File: src/rtl/imem_loader.sv
// Boot-time instruction-memory loader: frames a byte stream (word count, LE words,
// XOR checksum), writes each word into imem and holds the core until the image verifies.
module imem_loader #(
  parameter int ADDR_WIDTH = 8,
  parameter int MAX_WORDS  = 256
) (
  input  logic                  clk,
  input  logic                  rst,
  input  logic                  start,
  input  logic                  byte_valid,
  input  logic [7:0]            byte_data,
  output logic                  byte_ready,
  output logic                  imem_we,
  output logic [ADDR_WIDTH-1:0] imem_addr,
  output logic [31:0]           imem_wdata,
  output logic                  cpu_hold,
  output logic                  done,
  output logic                  error,
  output logic [ADDR_WIDTH:0]   word_count
);

  typedef enum logic [2:0] {IDLE, HDR0, HDR1, DATA, WRITE, CHK, DONE, ERR} state_t;

  localparam logic [15:0] MAX_N = 16'(MAX_WORDS);

  state_t              state, next_state;
  logic [7:0]          n_lo;
  logic [7:0]          chk;
  logic [ADDR_WIDTH:0] n_words;
  logic [1:0]          byte_idx;

  logic                accept;
  logic [15:0]         n_hdr;
  logic                hdr_ok;
  logic [ADDR_WIDTH:0] count_next;
  logic                enter_hdr0;
  logic                enter_done;
  logic                enter_err;

  assign accept     = byte_valid & byte_ready;
  assign n_hdr      = {byte_data, n_lo};
  assign hdr_ok     = (n_hdr != 16'd0) && (n_hdr <= MAX_N);
  assign count_next = word_count + 1'b1;
  assign enter_hdr0 = (next_state == HDR0) && (state != HDR0);
  assign enter_done = (next_state == DONE) && (state != DONE);
  assign enter_err  = (next_state == ERR)  && (state != ERR);

  // NOTE: sequential state is updated with <= so every register samples pre-edge values.
  always_ff @(posedge clk or posedge rst) begin
    if (rst) state <= IDLE;
    else     state <= next_state;
  end

  // NOTE: next_state gets a default before the case so no path can infer a latch.
  always_comb begin
    next_state = state;
    case (state)
      IDLE:  if (start) next_state = HDR0;
      HDR0:  if (accept) next_state = HDR1;
      HDR1:  if (accept) next_state = hdr_ok ? DATA : ERR;
      DATA:  if (accept && byte_idx == 2'd3) next_state = WRITE;
      WRITE: next_state = (count_next == n_words) ? CHK : DATA;
      CHK:   if (accept) next_state = (byte_data == chk) ? DONE : ERR;
      DONE,
      ERR:   if (start) next_state = HDR0;
      default: next_state = IDLE;
    endcase
  end

  // Handshake and write strobe are registered decodes of the state being entered,
  // so they are glitch-free and line up exactly with the state they describe.
  always_ff @(posedge clk or posedge rst) begin
    if (rst) begin
      byte_ready <= 1'b0;
      imem_we    <= 1'b0;
      imem_addr  <= '0;
      imem_wdata <= '0;
      cpu_hold   <= 1'b1;
      done       <= 1'b0;
      error      <= 1'b0;
      word_count <= '0;
      n_lo       <= '0;
      n_words    <= '0;
      chk        <= '0;
      byte_idx   <= '0;
    end else begin
      byte_ready <= (next_state == HDR0) || (next_state == HDR1) ||
                    (next_state == DATA) || (next_state == CHK);
      imem_we    <= (next_state == WRITE);

      if (enter_hdr0) begin
        word_count <= '0;
        imem_addr  <= '0;
        chk        <= '0;
        byte_idx   <= '0;
        done       <= 1'b0;
        error      <= 1'b0;
        cpu_hold   <= 1'b1;
      end

      if (state == HDR0 && accept) n_lo <= byte_data;
      if (state == HDR1 && accept) n_words <= n_hdr[ADDR_WIDTH:0];

      if (state == DATA && accept) begin
        imem_wdata[{byte_idx, 3'b000} +: 8] <= byte_data;
        chk      <= chk ^ byte_data;
        byte_idx <= byte_idx + 1'b1;
      end

      // The address counter is ADDR_WIDTH wide, so a full-size image wraps it to 0.
      if (state == WRITE) begin
        word_count <= count_next;
        imem_addr  <= imem_addr + 1'b1;
      end

      if (enter_done) begin
        done     <= 1'b1;
        cpu_hold <= 1'b0;
      end
      if (enter_err) begin
        error    <= 1'b1;
        cpu_hold <= 1'b1;
      end
    end
  end

endmodule
File: config.mk
export PLATFORM = sky130hd
export DESIGN_NAME = imem_loader
export DESIGN_NICKNAME = d
export VERILOG_FILES = /design/src/rtl/imem_loader.sv
export SDC_FILE = /design/constraint.sdc
export NUM_CORES = 1
export LEC_CHECK = 0
export CAP_MARGIN = 10
export CORE_AREA = 10 10 122 168
export CTS_BUF_LIST = sky130_fd_sc_hd__clkbuf_4 sky130_fd_sc_hd__clkbuf_8
export CTS_CLUSTER_SIZE = 24
export DETAILED_ROUTE_END_ITERATION = 10
export DIE_AREA = 0 0 132 178
export PLACE_DENSITY = 0.44
export RECOVER_POWER = 50
export SYNTH_ARGS = -nofsm -noshare
export SYNTH_HDL_FRONTEND = slang
export SYNTH_SLANG_ARGS = --single-unit
File: constraint.sdc
create_clock -name clk -period 3 [get_ports clk]
set_clock_uncertainty 0.05 [all_clocks]
set_input_delay 0.6 -clock clk [delete_from_list [all_inputs] [get_ports clk]]
set_output_delay 0.6 -clock clk [all_outputs]
set_load 0.05 [all_outputs]
==> summary.md, run 1 <==
| Metric | Value |
|---|---|
| Outcome | `finished with violations` |
| Violated checks | `capacitance limit, slew limit` |
| Synth top area share | `49.0%` |
| Residual DRC | `0` |
| Share of flip-flops with an asynchronous set or reset after synthesis | `100%` |
| Number of cells on the worst hold path | `2` |
| Nets@finish | `539` |
| Number of fill cells | `1,828` |
| Number of buffers inserted by post-CTS setup repair | `0` |
| Total placed cells including tap cells | `745` |
| Instance area at placement | `5220 um2` |
| Insertion delay of the later-clocked pin in the worst-skew pair | `360 ps` |
| I/O Buffers | `65` |
| Antenna violations before repair | `0` |
| RSZ-0062 raised after global routing | `no` |
| Number of enable flip-flop cells after synthesis | `0` |
| Detailed placer's ending HPWL | `9070 um` |
| Library cell occupying the most area in the post-synthesis netlist | `dfrtp_1` |
| Global-route wire length before repair | `20,200 um` |
| FF+latch count, synth | `84` |
| Count of routing violations after the opening detailed-route iteration | `190` |
| Type of the worst setup path | `in -> reg` |
| Slew @ Worst Pin | `1660 ps` |
| Clk sink count | `84` |
| Average footprint of a synthesized cell | `9.52 um2` |
| Global-route congestion overflow total | `0` |
| Most frequently used cell type in the post-synthesis netlist | `nand2_1` |
| Required time at the endpoint of the critical path | `3180 ps` |
| Detail-routed via count per cell | `4.58` |
| Total standard cell area after synthesis | `4240 um2` |
| Longest Clk Path Bufs | `2` |
| Level count of the clock H-tree | `3` |
| Portion of the clock cycle consumed by the worst path in the final layout | `87.9%` |
| Die ar. | `23,500 um2` |
| Element type at the critical path end | `flip-flop` |
| Post-layout total power | `5.25 mW` |
| Final setup violation count | `0` |
| Netlist cell types | `59` |
| Post-route cell area | `5390 um2` |
| Final-layout setup total negative slack | `0 ps` |
| Final routed wire length divided by cell count | `15.9 um` |
| Number of pins with negative max-slew slack in the final report | `35` |
| Worst reg-to-reg path cell count | `7` |
| Std cell rows | `57` |
| Aggregate global-route resource usage | `10.6%` |
| Iteration count of the initial detailed-routing pass | `4` |
| Number of warning messages in the yosys log | `0` |
| Inserted Clock Buffers | `9` |
| Vias after detailed routing | `3,486` |
| Final min period | `2640 ps` |
| Post-cts hold buffer count | `0` |
| Routed Wire Length | `12,100 um` |
| Effective utilization at floorplan | `24.5%` |
| CORE AREA | `17,300 um2` |
| Post-place setup slack | `112 ps` |
| Largest vdd supply drop | `404 uV` |
| Maximum number of pins on one net before global-route repair | `36` |
| Layout-stage area growth over the synthesis result | `27.1%` |
| Via count of the first global-routing pass | `3,683` |
| Top cells by area, synth | `dfrtp_1 49%, nand2_1 8.1%, mux2_2 4.5%` |
| Final Wtd Congestion | `0.779` |
| Clock root buffer | `clkbuf_8` |
| Post-synthesis sequential area ratio | `49.6%` |
| Leakage Power | `2.21 nW` |
| Die Wd | `132 um` |
| Worst hold slack | `430 ps` |
| Number of ports placed on the die boundary | `66` |
| CTS clk-pin slew, worst paths | `100 ps` |
| Resized Gates After CTS | `0` |
| Maximum fanout along the worst path | `10` |
| Maximum frequency from static timing analysis | `0.379 GHz` |
| Most common library cells after synthesis | `91 x nand2_1, 83 x dfrtp_1, 36 x o21ai_0` |
| Filler-free cell count of the finished design | `761` |
| Number of antenna diodes | `0` |
| CTS tree | `built` |
| Die Height | `178 um` |
| Synthesized netlist cell count | `445` |
| Max_cap viols | `1` |
| Net Count, Synth | `464` |
| PD cells | `974 nW/um2` |
| CP arrival | `2820 ps` |
| Detail Route Antenna Nets | `0` |
| Utilization after layout | `31.1%` |
| Share of layout cells above drive strength 1 | `11.6%` |
| Class of the most critical hold timing path | `reg -> reg` |
| Synth Flop Type | `dfrtp_1` |
| Number of endpoints with negative hold slack in the final report | `0` |
| CP startpoint kind | `input port` |
| Worst slew margin relative to its limit | `-11.0%` |
| Worst setup slack after layout | `362 ps` |
## cells in the final DEF (no fill, tap or decap), types with 8 or more instances in the layout
cell type,instances
o21ai_0,36
a21oi_1,30
and3_1,8
xnor2_1,12
clkbuf_8,10
a31oi_1,13
nand2_1,92
mux2_2,17
inv_1,9
o21a_1,11
clkdlybuf4s50_1,63
nor2_1,16
buf_4,18
dfrtp_1,83
nand3_1,22
## flip-flops by register name (all words and copies together) (netlist names)
| name | count |
|---|---|
| state | 3 |
| error | 1 |
| byte_ready | 1 |
| n_words | 9 |
| word_count | 9 |
| cpu_hold | 1 |
| done | 1 |
| imem_wdata | 32 |
| byte_idx | 2 |
| imem_addr | 8 |
| chk | 8 |
| n_lo | 8 |
| imem_we | 1 |
## metal layers
metal	GRT usage [%]	wire length (um)	share of wire, %	vias up
met5	0	0	0	-
met1	12.8	5280	44	1683
met4	2.97	172	1.4	0
met3	2.84	636	5.3	12
li1	-	-	-	1708
met2	18.1	6020	50	83
## worst max-delay path, stage by stage
cell           delay, ps
dlygate4sd3_1        610
and3b_1              240
nand2_1              330
clkinv_1             180
a21oi_1              200
and2_4               210
a21o_1               310
mux2i_1              140
## cells by family after synthesis
logic type | Yosys count | synth area share (%)
muxes | 21 | 5.46
AOI/OAI and AO/OA | 114 | 16.4
and+or+nand+nor | 167 | 18.5
DFF | 84 | 49.6
buffers and inverters | 36 | 4.61
xor gates and xnor gates | 16 | 3.31
adders and majority gates | 7 | 2.07
## cell type report
| type | instances | area [um2] | share of cell area, % |
|---|---|---|---|
| well taps | 236 | 295 | 5.48 |
| multi-input cells | 325 | 1930 | 35.8 |
| repair buffers | 89 | 825 | 15.3 |
| flip-flops and latches | 84 | 2100 | 39.0 |
| inverters | 11 | 42.5 | 0.790 |
| clock buffers | 10 | 138 | 2.56 |
| clock inverters | 6 | 55.1 | 1.02 |
## where the power goes
part | internal (mW) | total, mW | switching [mW]
Combinational | 0.958 | 2.51 | 1.55
Clock | 0.341 | 0.813 | 0.471
Sequential | 1.52 | 1.92 | 0.409
Total | 2.81 | 5.25 | 2.43
## worst paths after layout
path	start	end	slack (ps)
setup / recovery	byte_valid	byte_idx[0]	360
hold / removal	imem_wdata[28]	imem_wdata[28]	430
setup reg to reg	word_count[0]	byte_ready	500
hold reg to reg	imem_wdata[28]	imem_wdata[28]	430
max in group asynchronous	rst	byte_idx[1]	740
min in group asynchronous	rst	imem_wdata[14]	1030
No activity file was read; power rests on OpenSTA's default activity.
==> run 2: changes to the inputs <==
HOLD_SLACK_MARGIN = 0.02   (was not set)
==> results of run 2 <==
No change in the layout: final DEF, timing and power equal those of run 1.
==> run 3: changes to the inputs <==
CORE_AREA = 10 10 85 116   (was 10 10 122 168)
DIE_AREA = 0 0 95 126   (was 0 0 132 178)
PLACE_DENSITY = 0.82   (was 0.44)
==> summary.md, run 3 (synthesis results as in run 1) <==
| Metric | Value |
|---|---|
| Global-route wire length before repair | `17,300 um` |
| CP arrival | `2740 ps` |
| Class of the most critical hold timing path | `reg -> reg` |
| Resized Gates After CTS | `0` |
| Residual DRC | `0` |
| Inserted Clock Buffers | `9` |
| Detail-routed via count per cell | `5.66` |
| PD cells | `1020 nW/um2` |
| Share of layout cells above drive strength 1 | `10.9%` |
| Nets@finish | `530` |
| Count of routing violations after the opening detailed-route iteration | `195` |
| Number of endpoints with negative hold slack in the final report | `0` |
| Post-cts hold buffer count | `0` |
| Post-layout total power | `5.26 mW` |
| Post-route cell area | `5170 um2` |
| CTS clk-pin slew, worst paths | `80 ps` |
| Commonest cells after routing, fill and taps aside | `92 x nand2_1, 83 x dfrtp_1, 59 x clkdlybuf4s50_1, 36 x o21ai_0, 30 x a21oi_1` |
| Worst hold slack | `417 ps` |
| Outcome | `completed` |
| RSZ-0062 raised after global routing | `no` |
| Leading cell type in the layout, fill and taps excluded | `nand2_1` |
| Final setup violation count | `0` |
| Via count of the first global-routing pass | `3,494` |
| Vias after detailed routing | `3,489` |
| Effective utilization at floorplan | `55.0%` |
| Die ar. | `12,000 um2` |
| Final min period | `2520 ps` |
| Die Wd | `95 um` |
| Largest vdd supply drop | `583 uV` |
| Final-layout setup total negative slack | `0 ps` |
| Element type at the critical path end | `flip-flop` |
| Largest registers | `imem_wdata (32), n_words (9), word_count (9)` |
| Required time at the endpoint of the critical path | `3230 ps` |
| Number of buffers inserted by post-CTS setup repair | `0` |
| Number of cells on the worst hold path | `2` |
| Antenna violations before repair | `0` |
| Layout-stage area growth over the synthesis result | `21.9%` |
| Max_cap viols | `0` |
| Routed Wire Length | `10,400 um` |
| Std cell rows | `38` |
| Detailed placer's ending HPWL | `7860 um` |
| CP startpoint kind | `input port` |
| Portion of the clock cycle consumed by the worst path in the final layout | `83.9%` |
| Number of fill cells | `631` |
| I/O Buffers | `65` |
| Type of the worst setup path | `in -> reg` |
| Detail Route Antenna Nets | `0` |
| Worst slew margin relative to its limit | `9.84%` |
| Iteration count of the initial detailed-routing pass | `4` |
| Register with the most flip-flops | `imem_wdata` |
| Final routed wire length divided by cell count | `16.9 um` |
| CORE AREA | `7700 um2` |
| Insertion delay of the later-clocked pin in the worst-skew pair | `350 ps` |
| Global-route congestion overflow total | `0` |
| Maximum fanout along the worst path | `9` |
| Number of ports placed on the die boundary | `66` |
| Die Height | `126 um` |
| Maximum number of pins on one net before global-route repair | `55` |
| Leakage Power | `2.19 nW` |
| Worst reg-to-reg path cell count | `7` |
| Instance area at placement | `4990 um2` |
| Longest Clk Path Bufs | `2` |
| Flip-flop count of the largest register, all copies and words added | `32` |
| Final Wtd Congestion | `0.885` |
| Aggregate global-route resource usage | `17.9%` |
| Clock root buffer | `clkbuf_8` |
| Number of antenna diodes | `0` |
| Slew @ Worst Pin | `1340 ps` |
| CTS tree | `built` |
| Level count of the clock H-tree | `3` |
| Maximum frequency from static timing analysis | `0.397 GHz` |
| Number of pins with negative max-slew slack in the final report | `0` |
| Clk sink count | `84` |
## run 3: changes by cell type in the layout (fill, tap and decap cells not counted), moves of 2 or more
cell,delta
buf_4,-6
clkbuf_1,-3
clkbuf_4,+3
clkdlybuf4s50_1,-4
dlygate4sd3_1,+4
inv_6,-2
inv_8,-2
## run 3: through the flow
stage	instances	utilization, %	setup slack, ps
finish	616	67.1	482
global route	616	67.1	256
CTS	616	67.5	533
detailed placement	600	64.7	185
global placement	600	64.7	250
floorplan	445	-	187
## run 3: worst max-delay path, cell delays in order
cell	delay, ps
dlygate4sd3_1	590
nand3b_1	160
nand2_1	60
o311ai_0	530
a21oi_1	260
a21o_1	340
o21ai_0	200
## run 3: final cells by class
| class | count | area (um2) | share of cell area [%] |
|---|---|---|---|
| multi-input combinational | 325 | 1930 | 37.3 |
| clock inverter | 3 | 45.0 | 0.872 |
| inverter | 11 | 42.5 | 0.823 |
| sequential | 84 | 2100 | 40.7 |
| tap | 100 | 125 | 2.42 |
| timing repair buffer | 80 | 756 | 14.6 |
| clock buffer | 13 | 166 | 3.22 |
## run 3: power breakdown
part / internal [mW] / switching (mW) / total [mW]
logic: 0.948 / 1.54 / 2.49
clock network: 0.449 / 0.392 / 0.842
registers: 1.52 / 0.411 / 1.93
## run 3: worst paths after layout
kind / end / slack (ps) / startpoint
setup / recovery: chk[7] / 480 / byte_valid
hold / removal: imem_wdata[30] / 420 / imem_wdata[30]
setup reg to reg: byte_ready / 550 / word_count[0]
hold reg to reg: imem_wdata[30] / 420 / imem_wdata[30]
max in group asynchronous: n_lo[4] / 580 / rst
min in group asynchronous: done / 940 / rst
## run 3: layer usage
layer  up-vias  wire length (um)  track usage, %
met5         -                 0               0
met1      1697              4050            19.8
met4         0               212            6.80
li1       1692                 -               -
met2        83              5510            30.6
met3        17               634            6.12
